[src/rtl/mux_sipo_deser_pkg.sv]
// Shared types and defaults for the mux-cell SIPO deserializer.
// Output-port FSM states plus default geometry.
package mux_sipo_deser_pkg;

   typedef enum logic {
      ST_EMPTY = 1'b0,
      ST_FULL  = 1'b1
   } out_state_t;

   localparam int DEF_WIDTH     = 8;
   localparam bit DEF_MSB_FIRST = 1'b1;

endpackage

[src/rtl/mux_dff_cell.sv]
// Storage cell: hold/load mux feeding a D flop with a synchronous clear mux.
// Latency one edge; no flow control of its own (i_en is the only qualifier).
module mux_dff_cell (
   input  logic i_clk,
   input  logic i_rst,
   input  logic i_en,
   input  logic i_d,
   output logic o_q
);

   logic r_q;
   logic w_hold_mux;

   assign w_hold_mux = i_en ? i_d : r_q;

   always_ff @(posedge i_clk) begin
      if (i_rst) begin
         r_q <= 1'b0;
      end else begin
         r_q <= w_hold_mux;
      end
   end

   assign o_q = r_q;

endmodule

[src/rtl/mux_sipo_deser.sv]
// Serial-in/parallel-out deserializer: word valid the cycle after its last bit edge.
// Words completing while the output is full and not accepted are dropped with a one-cycle overrun pulse.
module mux_sipo_deser
   import mux_sipo_deser_pkg::*;
#(
   parameter int WIDTH     = DEF_WIDTH,
   parameter bit MSB_FIRST = DEF_MSB_FIRST
) (
   input  logic                     i_clk,
   input  logic                     i_rst,
   input  logic                     i_ser_in,
   input  logic                     i_ser_en,
   input  logic                     i_ser_sync,
   output logic [WIDTH-1:0]         o_out_data,
   output logic                     o_out_valid,
   input  logic                     i_out_ready,
   output logic [$clog2(WIDTH)-1:0] o_bit_cnt,
   output logic                     o_overrun
);

   localparam int               CNT_W    = $clog2(WIDTH);
   localparam logic [CNT_W-1:0] LAST_CNT = CNT_W'(WIDTH - 1);
   localparam logic [CNT_W-1:0] ONE_CNT  = CNT_W'(1);

   logic [WIDTH-1:0] w_sr_q;
   logic [WIDTH-1:0] w_sr_d;
   logic [WIDTH-1:0] w_word;
   logic [WIDTH-1:0] w_out_q;
   logic             w_complete;
   logic             w_load;
   logic             w_drop;

   logic [CNT_W-1:0] r_bit_cnt;
   out_state_t       r_state;
   logic             r_out_valid;
   logic             r_overrun;

   // A realign bit never completes a word, even when the counter sits at the last slot.
   assign w_complete = i_ser_en & ~i_ser_sync & (r_bit_cnt == LAST_CNT);

   generate
      if (MSB_FIRST) begin : g_msb_first
         logic w_unused_sr_top;
         assign w_unused_sr_top = w_sr_q[WIDTH-1];
         assign w_word = {w_sr_q[WIDTH-2:0], i_ser_in};
         assign w_sr_d = i_ser_sync ? {{(WIDTH-1){1'b0}}, i_ser_in} : w_word;
      end else begin : g_lsb_first
         logic w_unused_sr_bot;
         assign w_unused_sr_bot = w_sr_q[0];
         assign w_word = {i_ser_in, w_sr_q[WIDTH-1:1]};
         assign w_sr_d = i_ser_sync ? {i_ser_in, {(WIDTH-1){1'b0}}} : w_word;
      end
   endgenerate

   genvar gi;
   generate
      for (gi = 0; gi < WIDTH; gi++) begin : g_cells
         mux_dff_cell u_sr_cell (
            .i_clk (i_clk),
            .i_rst (i_rst),
            .i_en  (i_ser_en),
            .i_d   (w_sr_d[gi]),
            .o_q   (w_sr_q[gi])
         );

         mux_dff_cell u_out_cell (
            .i_clk (i_clk),
            .i_rst (i_rst),
            .i_en  (w_load),
            .i_d   (w_word[gi]),
            .o_q   (w_out_q[gi])
         );
      end
   endgenerate

   always_ff @(posedge i_clk) begin
      if (i_rst) begin
         r_bit_cnt <= '0;
      end else if (i_ser_en) begin
         if (i_ser_sync) begin
            r_bit_cnt <= ONE_CNT;
         end else if (w_complete) begin
            r_bit_cnt <= '0;
         end else begin
            r_bit_cnt <= r_bit_cnt + ONE_CNT;
         end
      end
   end

   // Loading while full is only legal when the held word leaves on the same edge.
   assign w_load = w_complete & ((r_state == ST_EMPTY) | i_out_ready);
   assign w_drop = w_complete & (r_state == ST_FULL) & ~i_out_ready;

   always_ff @(posedge i_clk) begin
      if (i_rst) begin
         r_state     <= ST_EMPTY;
         r_out_valid <= 1'b0;
         r_overrun   <= 1'b0;
      end else begin
         r_overrun <= w_drop;
         case (r_state)
            ST_EMPTY: begin
               if (w_complete) begin
                  r_state     <= ST_FULL;
                  r_out_valid <= 1'b1;
               end
            end
            ST_FULL: begin
               if (i_out_ready & ~w_complete) begin
                  r_state     <= ST_EMPTY;
                  r_out_valid <= 1'b0;
               end
            end
            default: begin
               r_state     <= ST_EMPTY;
               r_out_valid <= 1'b0;
            end
         endcase
      end
   end

   assign o_out_data  = w_out_q;
   assign o_out_valid = r_out_valid;
   assign o_bit_cnt   = r_bit_cnt;
   assign o_overrun   = r_overrun;

endmodule

[config.mk]
export PLATFORM = sky130hd
export DESIGN_NAME = mux_sipo_deser
export DESIGN_NICKNAME = d
export VERILOG_FILES = /design/src/rtl/mux_sipo_deser_pkg.sv /design/src/rtl/mux_dff_cell.sv /design/src/rtl/mux_sipo_deser.sv
export SDC_FILE = /design/constraint.sdc
export NUM_CORES = 1
export LEC_CHECK = 0
export CAP_MARGIN = 40
export CELL_PAD_IN_SITES_DETAIL_PLACEMENT = 0
export CELL_PAD_IN_SITES_GLOBAL_PLACEMENT = 2
export CORE_MARGIN = 2
export CORE_UTILIZATION = 30
export CTS_CLUSTER_DIAMETER = 150
export DETAILED_ROUTE_END_ITERATION = 6
export PLACE_DENSITY_LB_ADDON = 0.1
export REMOVE_ABC_BUFFERS = 1
export SYNTH_ARGS = -nofsm -noshare
export SYNTH_HDL_FRONTEND = slang
export SYNTH_HIERARCHICAL = 1
export SYNTH_SLANG_ARGS = --single-unit
[constraint.sdc]
create_clock -name i_clk -period 2.1 [get_ports i_clk]
set_clock_uncertainty 0.1 [all_clocks]
set_input_delay 0.42 -clock i_clk [delete_from_list [all_inputs] [get_ports i_clk]]
set_output_delay 0.42 -clock i_clk [all_outputs]
set_load 0.02 [all_outputs]
==> impl_summary.txt, run 1 <==
----------------------------------------------------
[Outcome]
  Outcome ... finished clean

[Setup path]
  CP bufs+invs ... 1
  Startpoint kind of the worst setup timing path ... flop
  Kind of end point of the critical path ... output port
  Crit path arrival time ... 1.31 ns
  Crit path max-delay family ... buffers and inverters
  Worst path required time ... between 1.5 and 2 ns
  Launch instance of the worst register-to-register path ... o_bit_cnt[0]
  Worst stage delay on the critical path ... 0.62 ns
  Type of the worst setup path ... flop to output port
  Worst path cell trace ... clkdlybuf4s50_1
  Launching element of the worst setup path ... o_bit_cnt[0]
  Slowest-stage cell, CP ... sky130_fd_sc_hd__clkdlybuf4s50_1
  CP Max Fanout ... 4

[Run]
  Max_cap viols ... 0

[Clock network]
  TritonCTS clock tree ... yes
  Buffer type at the clock tree root ... sky130_fd_sc_hd__clkbuf_4
  Setup Fix Bufs, Post-CTS ... 0
  Resized cells post-CTS ... 0
  Clk sink count ... 21
  Hold_buf cts ... 0
  Clock insertion delay at the later pin of the skew report ... around 0.30 ns
  Clock-pin slew on the worst setup and hold paths ... about 0.12 ns
  Clock buffer count from CTS ... 3
  Deepest level of the CTS H-tree ... 1
  Number of buffers between clock root and the deepest sink ... 2

[Floorplanning]
  Number of cell rows ... 19
  Starting Density ... between 30% and 40%
  Io pins ... 19
  Area of the core region ... between 2000 and 3000 um2
  Overall die height ... roughly 57 um
  Width of the die ... between 50 and 60 um
  Overall die area ... 3230 um2

[Logic synthesis]
  Cell area after synthesis ... between 800 and 900 um2
  Sequential fraction of the synthesis area ... 50.1%
  Post-Syn Instances ... 78
  Top cells by area, synth ... sky130_fd_sc_hd__dfxtp_1, sky130_fd_sc_hd__mux2i_1, sky130_fd_sc_hd__nor2_1, sky130_fd_sc_hd__nor2b_1, sky130_fd_sc_hd__ha_1
  Number of register bits inferred by synthesis ... 21
  Number of synthesized flops with an enable pin ... 0
  Cell taking the most area after synthesis ... sky130_fd_sc_hd__dfxtp_1
  YS warnings ... 6
  Post-synth top area share ... between 50% and 60%
  Distinct cells, synth ... 17
  Mean Syn Cell Area ... ~11 um2
  Ys flop type ... sky130_fd_sc_hd__dfxtp_1
  Share of flip-flops with an asynchronous set or reset ... 0%

[Global routing]
  Global router's overall resource usage ... approximately 11%
  Initial antenna violation count ... 0
  Largest net degree at the start of global routing ... 22
  Number of global-route vias before repair ... between 600 and 700
  Total congestion overflow ... 0
  Wire length of the first global-routing pass ... 2750 um

[Timing]
  Hold Violations, Final ... 0
  Tightest Pin Transition ... 0.223 ns
  Headroom to the max-slew limit ... 85.1%
  Sum of negative setup slack ... 0 ns
  Unrepaired setup endpoints after global routing ... no
  Finish-stage setup viols ... 0
  Setup slack after layout ... approximately 0.27 ns
  Max-slew violation count ... 0
  F_max ... ~550 MHz
  Fin Hold WS ... between 0.3 and 0.4 ns
  Crit path time final ... approximately 1.8 ns
  Final cycle utilization of the critical path ... 87.3%

[Power and ir drop]
  Cell internal pwr ... 0.000502 W
  Switch share ... a little under a quarter
  Proportion of power drawn by the clock network ... between 30% and 40%
  Largest vdd supply drop ... 0.000292 V
  Comb power frac ... 7.6%
  Power dissipated by switching net loads ... around 0.00015 W
  Reg power frac ... 62.4%
  Power density of the placed cells ... approximately 590 nW/um2
  Leak pwr ... between 0.4 and 0.5 nW
  Power, Total ... 0.000650 W

[Place]
  HPWL reported at the end of detailed placement ... 1010 um
  Worst slack after detailed placement ... 0.221 ns
  RePlAce Congestion ... ~0.67
  Standard cell area after detailed placement ... ~1100 um2
  Count of buffers from port buffering ... 18

[Layout]
  Final Net Count ... around 110
  Area of combinational cells with multiple inputs ... between 400 and 500 um2
  Area of all placed cells without fillers ... about 1100 um2
  Share of final-layout standard cells stronger than drive strength 1 ... between 8 and 9%
  Fill cell count ... 285
  Area overhead of the layout relative to synthesis ... 31.9%
  Sequential cell area ... between 400 and 500 um2
  Number of antenna diodes ... 0

[Route]
  DR iter-0 viols ... 14
  Wire length per cell after detailed routing ... between 10 and 15 um
  Count of unresolved DRC violations after routing ... 0
  Via-to-Cell Ratio ... between 4 and 5
  Remaining number of nets flagged by the antenna check after routing ... 0
  WL final ... 1570 um
  Number of search-and-repair iterations in the first detailed-routing pass ... 4
  Via total after detailed routing ... slightly above 600

[Hold path]
  Critical hold path startpoint ... o_out_valid
  Class of the tightest hold or removal check ... flop to flop

----------------------------------------------------
through the flow:
stage	utilization, %	cells
4_1_cts	40.8	134
6_report	40.8	134
5_1_grt	40.8	134
3_3_place_gp	39.8	130
3_5_place_dp	39.8	130
2_1_floorplan	-	77
path summary, 6_finish.rpt:
path / end / slack, ns / cells past startpoint
max reg2reg: g_cells[6].u_out_cell/o_q / 0.39 / 7
max: o_bit_cnt[0] / 0.27 / 1
min: o_out_valid / 0.38 / 2
min reg2reg: o_out_valid / 0.38 / 2
sequential cells by signal (all words and copies together), names as in the netlist:
signal                  flops
g_cells.u_out_cell/o_q      8
g_cells.u_sr_cell/o_q       7
o_bit_cnt                   3
o_out_valid                 1
o_overrun                   1
r_state                     1
per-layer routing:
layer | vias up | share of wire, % | GRT usage, %
li1 | 321 | - | -
met2 | 12 | 44 | 17.1
met4 | 0 | 1.1 | 5.98
met3 | 2 | 4.6 | 3.23
met5 | - | 0 | 0
met1 | 275 | 50 | 13.9
power groups by stage:
stage	Combinational, W	Sequential [W]	Clock [W]
after global routing	0.0000537	0.000407	0.000231
after detailed placement	0.0000501	0.000414	0
after global placement	0.0000497	0.000414	0
after CTS	0.0000504	0.000406	0.000208
final	0.0000493	0.000405	0.000195
after floorplan	0.0000129	0.000417	0
synthesized netlist by cell type (2+ instances only):
master	n
sky130_fd_sc_hd__ha_1	2
sky130_fd_sc_hd__nor2_1	16
sky130_fd_sc_hd__a21oi_1	3
sky130_fd_sc_hd__nand2b_1	3
sky130_fd_sc_hd__dfxtp_1	21
sky130_fd_sc_hd__nand4bb_1	2
sky130_fd_sc_hd__nor2b_1	7
sky130_fd_sc_hd__mux2i_1	15
worst min-delay path, stage by stage, from the launching register on:
cell and delay [ns]:
sky130_fd_sc_hd__dfxtp_1 0.33, sky130_fd_sc_hd__inv_1 0.06, sky130_fd_sc_hd__a221oi_2 0.05
cell type report:
type / instances / share of cell area (%)
tap: 31 / 3.51
inverter: 1 / 0.339
sequential: 21 / 38.0
timing repair buffer: 22 / 19.0
clock buffer: 4 / 2.38
multi-input combinational: 55 / 36.8
cells by family (layout without fill, tap and decap cells):
logic type,after synthesis,in the layout,share of synthesized area (%)
AOI/OAI and AO/OA,6,6,5.67
adders and majority gates,2,2,2.98
buffers and inverters,2,27,1.34
DFF,21,21,50.1
muxes,15,15,17.9
and+or+nand+nor,32,32,21.9
cell usage in the layout (no fill, tap or decap):
cell type and instances:
sky130_fd_sc_hd__a211oi_1 1, sky130_fd_sc_hd__a21oi_1 3, sky130_fd_sc_hd__a221oi_2 1, sky130_fd_sc_hd__and2_1 1, sky130_fd_sc_hd__buf_4 4, sky130_fd_sc_hd__clkbuf_1 1, sky130_fd_sc_hd__clkbuf_4 3, sky130_fd_sc_hd__clkdlybuf4s50_1 18
sky130_fd_sc_hd__dfxtp_1 21, sky130_fd_sc_hd__ha_1 2, sky130_fd_sc_hd__inv_1 1, sky130_fd_sc_hd__mux2i_1 15, sky130_fd_sc_hd__nand2b_1 3, sky130_fd_sc_hd__nand3b_1 1, sky130_fd_sc_hd__nand3b_4 1, sky130_fd_sc_hd__nand4bb_1 2
sky130_fd_sc_hd__nor2_1 16, sky130_fd_sc_hd__nor2b_1 7, sky130_fd_sc_hd__nor3_1 1, sky130_fd_sc_hd__o21ba_1 1
Power figures use the tool's default switching activity.
==> inputs of run 2 (changes only) <==
--- a/config.mk
+++ b/config.mk
@@ -9,7 +9,7 @@
 export CELL_PAD_IN_SITES_DETAIL_PLACEMENT = 0
 export CELL_PAD_IN_SITES_GLOBAL_PLACEMENT = 2
 export CORE_MARGIN = 2
-export CORE_UTILIZATION = 30
+export CORE_UTILIZATION = 32
 export CTS_CLUSTER_DIAMETER = 150
 export DETAILED_ROUTE_END_ITERATION = 6
 export PLACE_DENSITY_LB_ADDON = 0.1
==> constraint.sdc (replaced) <==
create_clock -name i_clk -period 2.17 [get_ports i_clk]
set_clock_uncertainty 0.1 [all_clocks]
set_input_delay 0.434 -clock i_clk [delete_from_list [all_inputs] [get_ports i_clk]]
set_output_delay 0.434 -clock i_clk [all_outputs]
set_load 0.02 [all_outputs]
==> run 2 against run 1 <==
Power down 3.6%. Global-route usage up 1.1 points. Routed wire length down 2.1%. Flip-flop and latch count unchanged. Non-clock buffer count unchanged. Via count down 0.98%. Critical endpoint unchanged. Highest routed layer unchanged.
==> impl_summary.txt, run 2 (synthesis gave the netlist of run 1 again) <==
----------------------------------------------------
[Floorplanning]
  Starting Density ... 33.8% (+2.9 points)
  Area of the core region ... 2480 um2 (-8.6%)
  Overall die height ... 55.2 um (-2.9%)
  Width of the die ... 55.2 um (-2.9%)
  Io pins ... 19 (unchanged)
  Number of cell rows ... 18 (-1)
  Overall die area ... 3050 um2 (-5.8%)

[Route]
  DR iter-0 viols ... 3 (-11)
  Via-to-Cell Ratio ... 4.54 (-0.24%)
  WL final ... 1540 um (-2.1%)
  Count of unresolved DRC violations after routing ... 0 (unchanged)
  Via total after detailed routing ... 604 (-0.98%)
  Remaining number of nets flagged by the antenna check after routing ... 0 (unchanged)
  Wire length per cell after detailed routing ... 11.6 um (-1.4%)
  Number of search-and-repair iterations in the first detailed-routing pass ... 2 (-2)

[Timing]
  Finish-stage setup viols ... 0 (unchanged)
  Max-slew violation count ... 0 (unchanged)
  Final cycle utilization of the critical path ... about 85%
  Hold Violations, Final ... 0 (unchanged)
  F_max ... 544 MHz
  Sum of negative setup slack ... 0 ns (unchanged)
  Headroom to the max-slew limit ... 84.8% (-0.32 points)
  Tightest Pin Transition ... 0.228 ns (+0.00477 ns)
  Unrepaired setup endpoints after global routing ... no
  Crit path time final ... approximately 1.8 ns
  Setup slack after layout ... 0.333 ns (+0.0651 ns)

[Clock network]
  Clock insertion delay at the later pin of the skew report ... 0.30 ns (about the same)
  Setup Fix Bufs, Post-CTS ... 0 (unchanged)
  Clk sink count ... 21 (unchanged)
  Clock buffer count from CTS ... 3 (unchanged)
  TritonCTS clock tree ... yes
  Resized cells post-CTS ... 0 (unchanged)
  Number of buffers between clock root and the deepest sink ... 2 (unchanged)
  Hold_buf cts ... 0 (unchanged)
  Deepest level of the CTS H-tree ... 1 (unchanged)
  Clock-pin slew on the worst setup and hold paths ... 0.12 ns (about the same)
  Buffer type at the clock tree root ... sky130_fd_sc_hd__clkbuf_4

[Setup path]
  CP Max Fanout ... 4 (unchanged)
  Type of the worst setup path ... flop to output port
  Worst path required time ... 1.64 ns (+0.06 ns)
  Slowest-stage cell, CP ... sky130_fd_sc_hd__clkdlybuf4s50_1
  Worst path cell trace ... clkdlybuf4s50_1
  Startpoint kind of the worst setup timing path ... flop
  Crit path max-delay family ... buffers and inverters
  Kind of end point of the critical path ... output port
  Crit path arrival time ... 1.30 ns (about the same)
  CP bufs+invs ... 1 (unchanged)
  Worst stage delay on the critical path ... 0.62 ns (about the same)

[Power and ir drop]
  Power dissipated by switching net loads ... 0.000144 W (-2.8%)
  Proportion of power drawn by the clock network ... 29.7% (-0.3 points)
  Leak pwr ... 0.433 nW (+0.63%)
  Largest vdd supply drop ... 0.000365 V (+25%)
  Power density of the placed cells ... 566 nW/um2 (-3.6%)
  Comb power frac ... 7.6% (about the same)
  Reg power frac ... 62.6% (+0.2 points)
  Cell internal pwr ... 0.000483 W (-3.8%)
  Switch share ... 22.9% (+0.18 points)

[Layout]
  Number of antenna diodes ... 0 (unchanged)
  Final cell count without fillers ... 133 (-0.75%)
  Share of final-layout standard cells stronger than drive strength 1 ... 9.71% (+0.97 points)
  Share of the core filled with cells in the final layout ... 44.6% (+3.8 points)
  Most frequent standard cell in the layout excluding fill and tap cells ... sky130_fd_sc_hd__dfxtp_1
  Most frequent cells in the layout ... sky130_fd_sc_hd__dfxtp_1, sky130_fd_sc_hd__clkdlybuf4s50_1, sky130_fd_sc_hd__nor2_1
  Fill cell count ... 264 (-7.4%)
  Final Net Count ... 112 (unchanged)
  Number of flip-flops in the largest register ... 8 (unchanged)
  Area overhead of the layout relative to synthesis ... 31.9% (unchanged)
  Area of all placed cells without fillers ... 1110 um2 (unchanged)

[Global routing]
  Wire length of the first global-routing pass ... 2510 um (-8.8%)
  Initial antenna violation count ... 0 (unchanged)
  Number of global-route vias before repair ... 562 (-8.0%)
  Global router's overall resource usage ... 12.2% (+1.1 points)
  Total congestion overflow ... 0 (unchanged)
  Largest net degree at the start of global routing ... 22 (unchanged)

[Outcome]
  Outcome ... finished clean

[Place]
  Worst slack after detailed placement ... 0.298 ns (+0.0768 ns)
  HPWL reported at the end of detailed placement ... 1030 um (+1.5%)
  DP Cell Count ... 129 (-0.77%)
  Standard cell area after detailed placement ... 1080 um2 (-0.12%)
  Count of buffers from port buffering ... 18 (unchanged)
  RePlAce Congestion ... 0.669 (-0.31%)

[Hold path]
  Class of the tightest hold or removal check ... flop to flop

[Run]
  Max_cap viols ... 0 (unchanged)

----------------------------------------------------
-- run 2: cell count changes in the layout (fill, tap and decap cells not counted) --
cell	before	now
sky130_fd_sc_hd__clkbuf_1	1	0
sky130_fd_sc_hd__clkinv_2	0	1
-- run 2: final cells by class --
| class | instances | area, um2 | area share [%] |
|---|---|---|---|
| inverters | 1 | 3.75 | 0.339 |
| clock buffers | 3 | 22.5 | 2.04 |
| flip-flops and latches | 21 | 420 | 38.0 |
| well taps | 30 | 37.5 | 3.39 |
| repair buffers | 22 | 210 | 19.0 |
| multi-input cells | 55 | 407 | 36.8 |
| clock inverters | 1 | 5.00 | 0.452 |
-- run 2: final timing paths --
kind	start	to	slack (ns)	depth (start not counted)
max	o_bit_cnt[0]	o_bit_cnt[0]	0.33	1
min	o_out_valid	o_out_valid	0.38	2
max reg2reg	o_bit_cnt[0]	g_cells[1].u_out_cell/o_q	0.46	7
min reg2reg	o_out_valid	o_out_valid	0.38	2
-- run 2: per-stage QoR --
| stage | hold WS [ns] | power [W] |
|---|---|---|
| after floorplan | 0.360 | 0.000416 |
| after global placement | 0.367 | 0.000449 |
| after detailed placement | 0.364 | 0.000449 |
| after CTS | 0.383 | 0.000638 |
| after global routing | 0.403 | 0.000656 |
| final | 0.382 | 0.000626 |
-- run 2: power groups by stage --
stage	sequential [W]	clock (W)	combinational [W]
floorplan	0.000403	0	0.0000125
CTS	0.000392	0.000197	0.0000486
detailed placement	0.000401	0	0.0000484
finish	0.000392	0.000186	0.0000477
global route	0.000393	0.000210	0.0000529
global placement	0.000401	0	0.0000485
-- run 2: layer usage --
| metal | part of all wire [%] | global-route usage [%] | vias up |
|---|---|---|---|
| met3 | 5.7 | 2.96 | 2 |
| met1 | 49 | 14.7 | 272 |
| met4 | 0.91 | 7.32 | 0 |
| li1 | - | - | 317 |
| met5 | 0 | 0 | - |
| met2 | 45 | 19.4 | 13 |
==> inputs of run 3 (changes only) <==
--- a/config.mk
+++ b/config.mk
@@ -9,7 +9,7 @@
 export CELL_PAD_IN_SITES_DETAIL_PLACEMENT = 0
 export CELL_PAD_IN_SITES_GLOBAL_PLACEMENT = 2
 export CORE_MARGIN = 2
-export CORE_UTILIZATION = 32
+export CORE_UTILIZATION = 27
 export CTS_CLUSTER_DIAMETER = 150
 export DETAILED_ROUTE_END_ITERATION = 6
 export PLACE_DENSITY_LB_ADDON = 0.1
==> constraint.sdc (replaced) <==
create_clock -name i_clk -period 1.55 [get_ports i_clk]
set_clock_uncertainty 0.1 [all_clocks]
set_input_delay 0.31 -clock i_clk [delete_from_list [all_inputs] [get_ports i_clk]]
set_output_delay 0.31 -clock i_clk [all_outputs]
set_load 0.02 [all_outputs]
==> run 3 against run 2 <==
First-iteration DRC count rose to 4.7 times the previous value. Global-route usage shrank 0.81 points. Sequential power grew 40%. Die area grew 17%. Power up 43%. Cell area is 6.6% higher. Via count grew 3.0%. Flip-flop and latch count unchanged. Sequential share of layout area down 2.1 points. Clock power up 44%. Critical path depth increased by 1. Combinational power up 61%. Critical endpoint unchanged. Largest power group unchanged. Highest routed layer unchanged.
==> impl_summary.txt, run 3 (synthesis gave the netlist of run 1 again) <==
----------------------------------------------------
[Outcome]
  Outcome ... finished clean

[Power and ir drop]
  Switch share ... 23.2% (+0.24 points)
  Power, Total ... 0.000894 W (+43%)
  Largest vdd supply drop ... 0.000317 V (-13%)
  Comb power frac ... 8.6% (+1.0 points)
  Leak pwr ... 0.513 nW (+19%)
  Power dissipated by switching net loads ... 0.000207 W (+44%)
  Cell internal pwr ... 0.000687 W (+42%)
  Proportion of power drawn by the clock network ... 29.9% (+0.2 points)
  Power density of the placed cells ... 759 nW/um2 (+34%)
  Reg power frac ... 61.5% (-1.1 points)

[Route]
  Via total after detailed routing ... 622 (+3.0%)
  Remaining number of nets flagged by the antenna check after routing ... 0 (unchanged)
  Number of search-and-repair iterations in the first detailed-routing pass ... 2 (unchanged)
  DR iter-0 viols ... 14 (+11)
  Count of unresolved DRC violations after routing ... 0 (unchanged)
  Wire length per cell after detailed routing ... 12.4 um (+7.4%)
  WL final ... 1750 um (+14%)
  Via-to-Cell Ratio ... 4.41 (-2.9%)

[Global routing]
  Largest net degree at the start of global routing ... 22 (unchanged)
  Wire length of the first global-routing pass ... 2930 um (+17%)
  Total congestion overflow ... 0 (unchanged)
  Global router's overall resource usage ... 11.4% (-0.81 points)
  Initial antenna violation count ... 0 (unchanged)
  Number of global-route vias before repair ... 631 (+12%)

[Setup path]
  Startpoint kind of the worst setup timing path ... flop
  CP Max Fanout ... 3 (-1)
  Worst path required time ... 1.14 ns (-0.50 ns)
  Type of the worst setup path ... flop to output port
  Worst stage delay on the critical path ... 0.37 ns (-0.25 ns)
  Slowest-stage cell, CP ... sky130_fd_sc_hd__dfxtp_2
  Launch instance of the worst register-to-register path ... o_bit_cnt[0]
  Crit path arrival time ... 1.08 ns (-0.22 ns)
  Kind of end point of the critical path ... output port
  R2r worst-path depth ... 7 (unchanged)
  Destination of the worst register-to-register timing path ... g_cells[4].u_out_cell/o_q
  Worst path cell trace ... buf_4, clkdlybuf4s15_1
  Reg-to-reg slack, setup ... 0.09 ns (-0.37 ns)

[Floorplanning]
  Overall die height ... 59.7 um (+8.2%)
  Width of the die ... 59.7 um (+8.2%)
  Overall die area ... 3570 um2 (+17%)
  Io pins ... 19 (unchanged)
  Area of the core region ... 3000 um2 (+21%)
  Starting Density ... 27.9% (-5.9 points)
  Number of cell rows ... 20 (+2)

[Place]
  RePlAce Congestion ... 0.707 (+5.7%)
  Count of buffers from port buffering ... 18 (unchanged)
  HPWL reported at the end of detailed placement ... 1110 um (+8.2%)
  Standard cell area after detailed placement ... 1130 um2 (+5.0%)

[Layout]
  Area overhead of the layout relative to synthesis ... 40.6%
  Most frequent cells in the layout ... sky130_fd_sc_hd__dfxtp_1, sky130_fd_sc_hd__nor2_1, sky130_fd_sc_hd__mux2i_1
  Area of all placed cells without fillers ... 1180 um2 (+6.6%)
  Share of the core filled with cells in the final layout ... 39.3% (-5.4 points)
  Share of final-layout standard cells stronger than drive strength 1 ... 17.6% (+7.9 points)
  Final Net Count ... 117 (+4.5%)
  Number of antenna diodes ... 0 (unchanged)
  Number of flip-flops in the largest register ... 8 (unchanged)
  Most frequent standard cell in the layout excluding fill and tap cells ... sky130_fd_sc_hd__dfxtp_1

[Timing]
  Finish-stage setup viols ... 0 (unchanged)
  F_max ... 672 MHz
  Final cycle utilization of the critical path ... 96.0%
  Unrepaired setup endpoints after global routing ... yes
  Crit path time final ... 1.49 ns
  Max-slew violation count ... 0 (unchanged)
  Sum of negative setup slack ... 0 ns (unchanged)
  Tightest Pin Transition ... 0.211 ns (-0.0168 ns)
  Headroom to the max-slew limit ... 86.0% (+1.2 points)
  Hold Violations, Final ... 0 (unchanged)
  Fin Hold WS ... 0.382 ns (-0.000340 ns)

[Clock network]
  TritonCTS clock tree ... yes
  Buffer type at the clock tree root ... sky130_fd_sc_hd__clkbuf_4
  Resized cells post-CTS ... 18 (+18)
  Deepest level of the CTS H-tree ... 1 (unchanged)
  Clock insertion delay at the later pin of the skew report ... 0.30 ns (about the same)
  Setup Fix Bufs, Post-CTS ... 0 (unchanged)
  Hold_buf cts ... 0 (unchanged)
  Clock buffer count from CTS ... 3 (unchanged)
  Clk sink count ... 21 (unchanged)
  Number of buffers between clock root and the deepest sink ... 2 (unchanged)
  Clock-pin slew on the worst setup and hold paths ... 0.12 ns (about the same)

[Run]
  Max_cap viols ... 0 (unchanged)

[Hold path]
  Critical hold path startpoint ... o_out_valid
  Hold-critical path depth ... 2 (unchanged)
  Hold-critical path endpoint ... o_out_valid
  Class of the tightest hold or removal check ... flop to flop

----------------------------------------------------
==> run 3: cell type report <==
type | count | area [um2]
clock buffer | 4 | 26.3
inverter | 1 | 3.75
tap | 33 | 41.3
fill | 308 | 1820
timing repair buffer | 27 | 250
multi-input combinational | 55 | 434
sequential | 21 | 423
==> run 3: layer usage <==
layer	vias up	GRT usage [%]	share of wire, %	wire length, um
met4	0	6.67	1.1	19
met5	-	0	0	0
met2	12	17.9	46	803
met3	2	1.95	3.1	54
li1	331	-	-	-
met1	277	14.5	50	875
==> run 3: worst max-delay path, delay by kind of cell, from the launching register on <==
kind | cells | cell delay [ns]
DFF | 1 | 0.37
buffers and inverters | 2 | 0.41
==> run 3: worst max-delay path by stage <==
stage                       from                   endpoint  slack [ns]  depth (start not counted)
detailed placement      i_ser_en  g_cells[4].u_out_cell/o_q       -0.17                          6
global placement     i_out_ready  g_cells[3].u_out_cell/o_q       -0.17                          6
floorplan           o_bit_cnt[0]  g_cells[0].u_out_cell/o_q       -0.49                          6
CTS                 o_bit_cnt[1]  g_cells[4].u_out_cell/o_q       0.001                          7
finish              o_bit_cnt[0]               o_bit_cnt[0]        0.06                          2
global route        o_bit_cnt[0]  g_cells[4].u_out_cell/o_q       -0.01                          7
==> run 3: per-stage QoR <==
stage / worst slack (ns) / cells
floorplan: -0.490 / 77
global placement: -0.174 / 137
detailed placement: -0.169 / 137
CTS: 0.00140 / 141
global route: -0.0116 / 141
finish: 0.0623 / 141
==> run 3: power groups by stage <==
stage	sequential [W]	clock (W)	combinational (W)
floorplan	0.000565	0	0.0000175
global placement	0.000560	0	0.0000783
detailed placement	0.000560	0	0.0000782
CTS	0.000549	0.000289	0.0000767
global route	0.000551	0.000322	0.0000843
finish	0.000550	0.000268	0.0000767
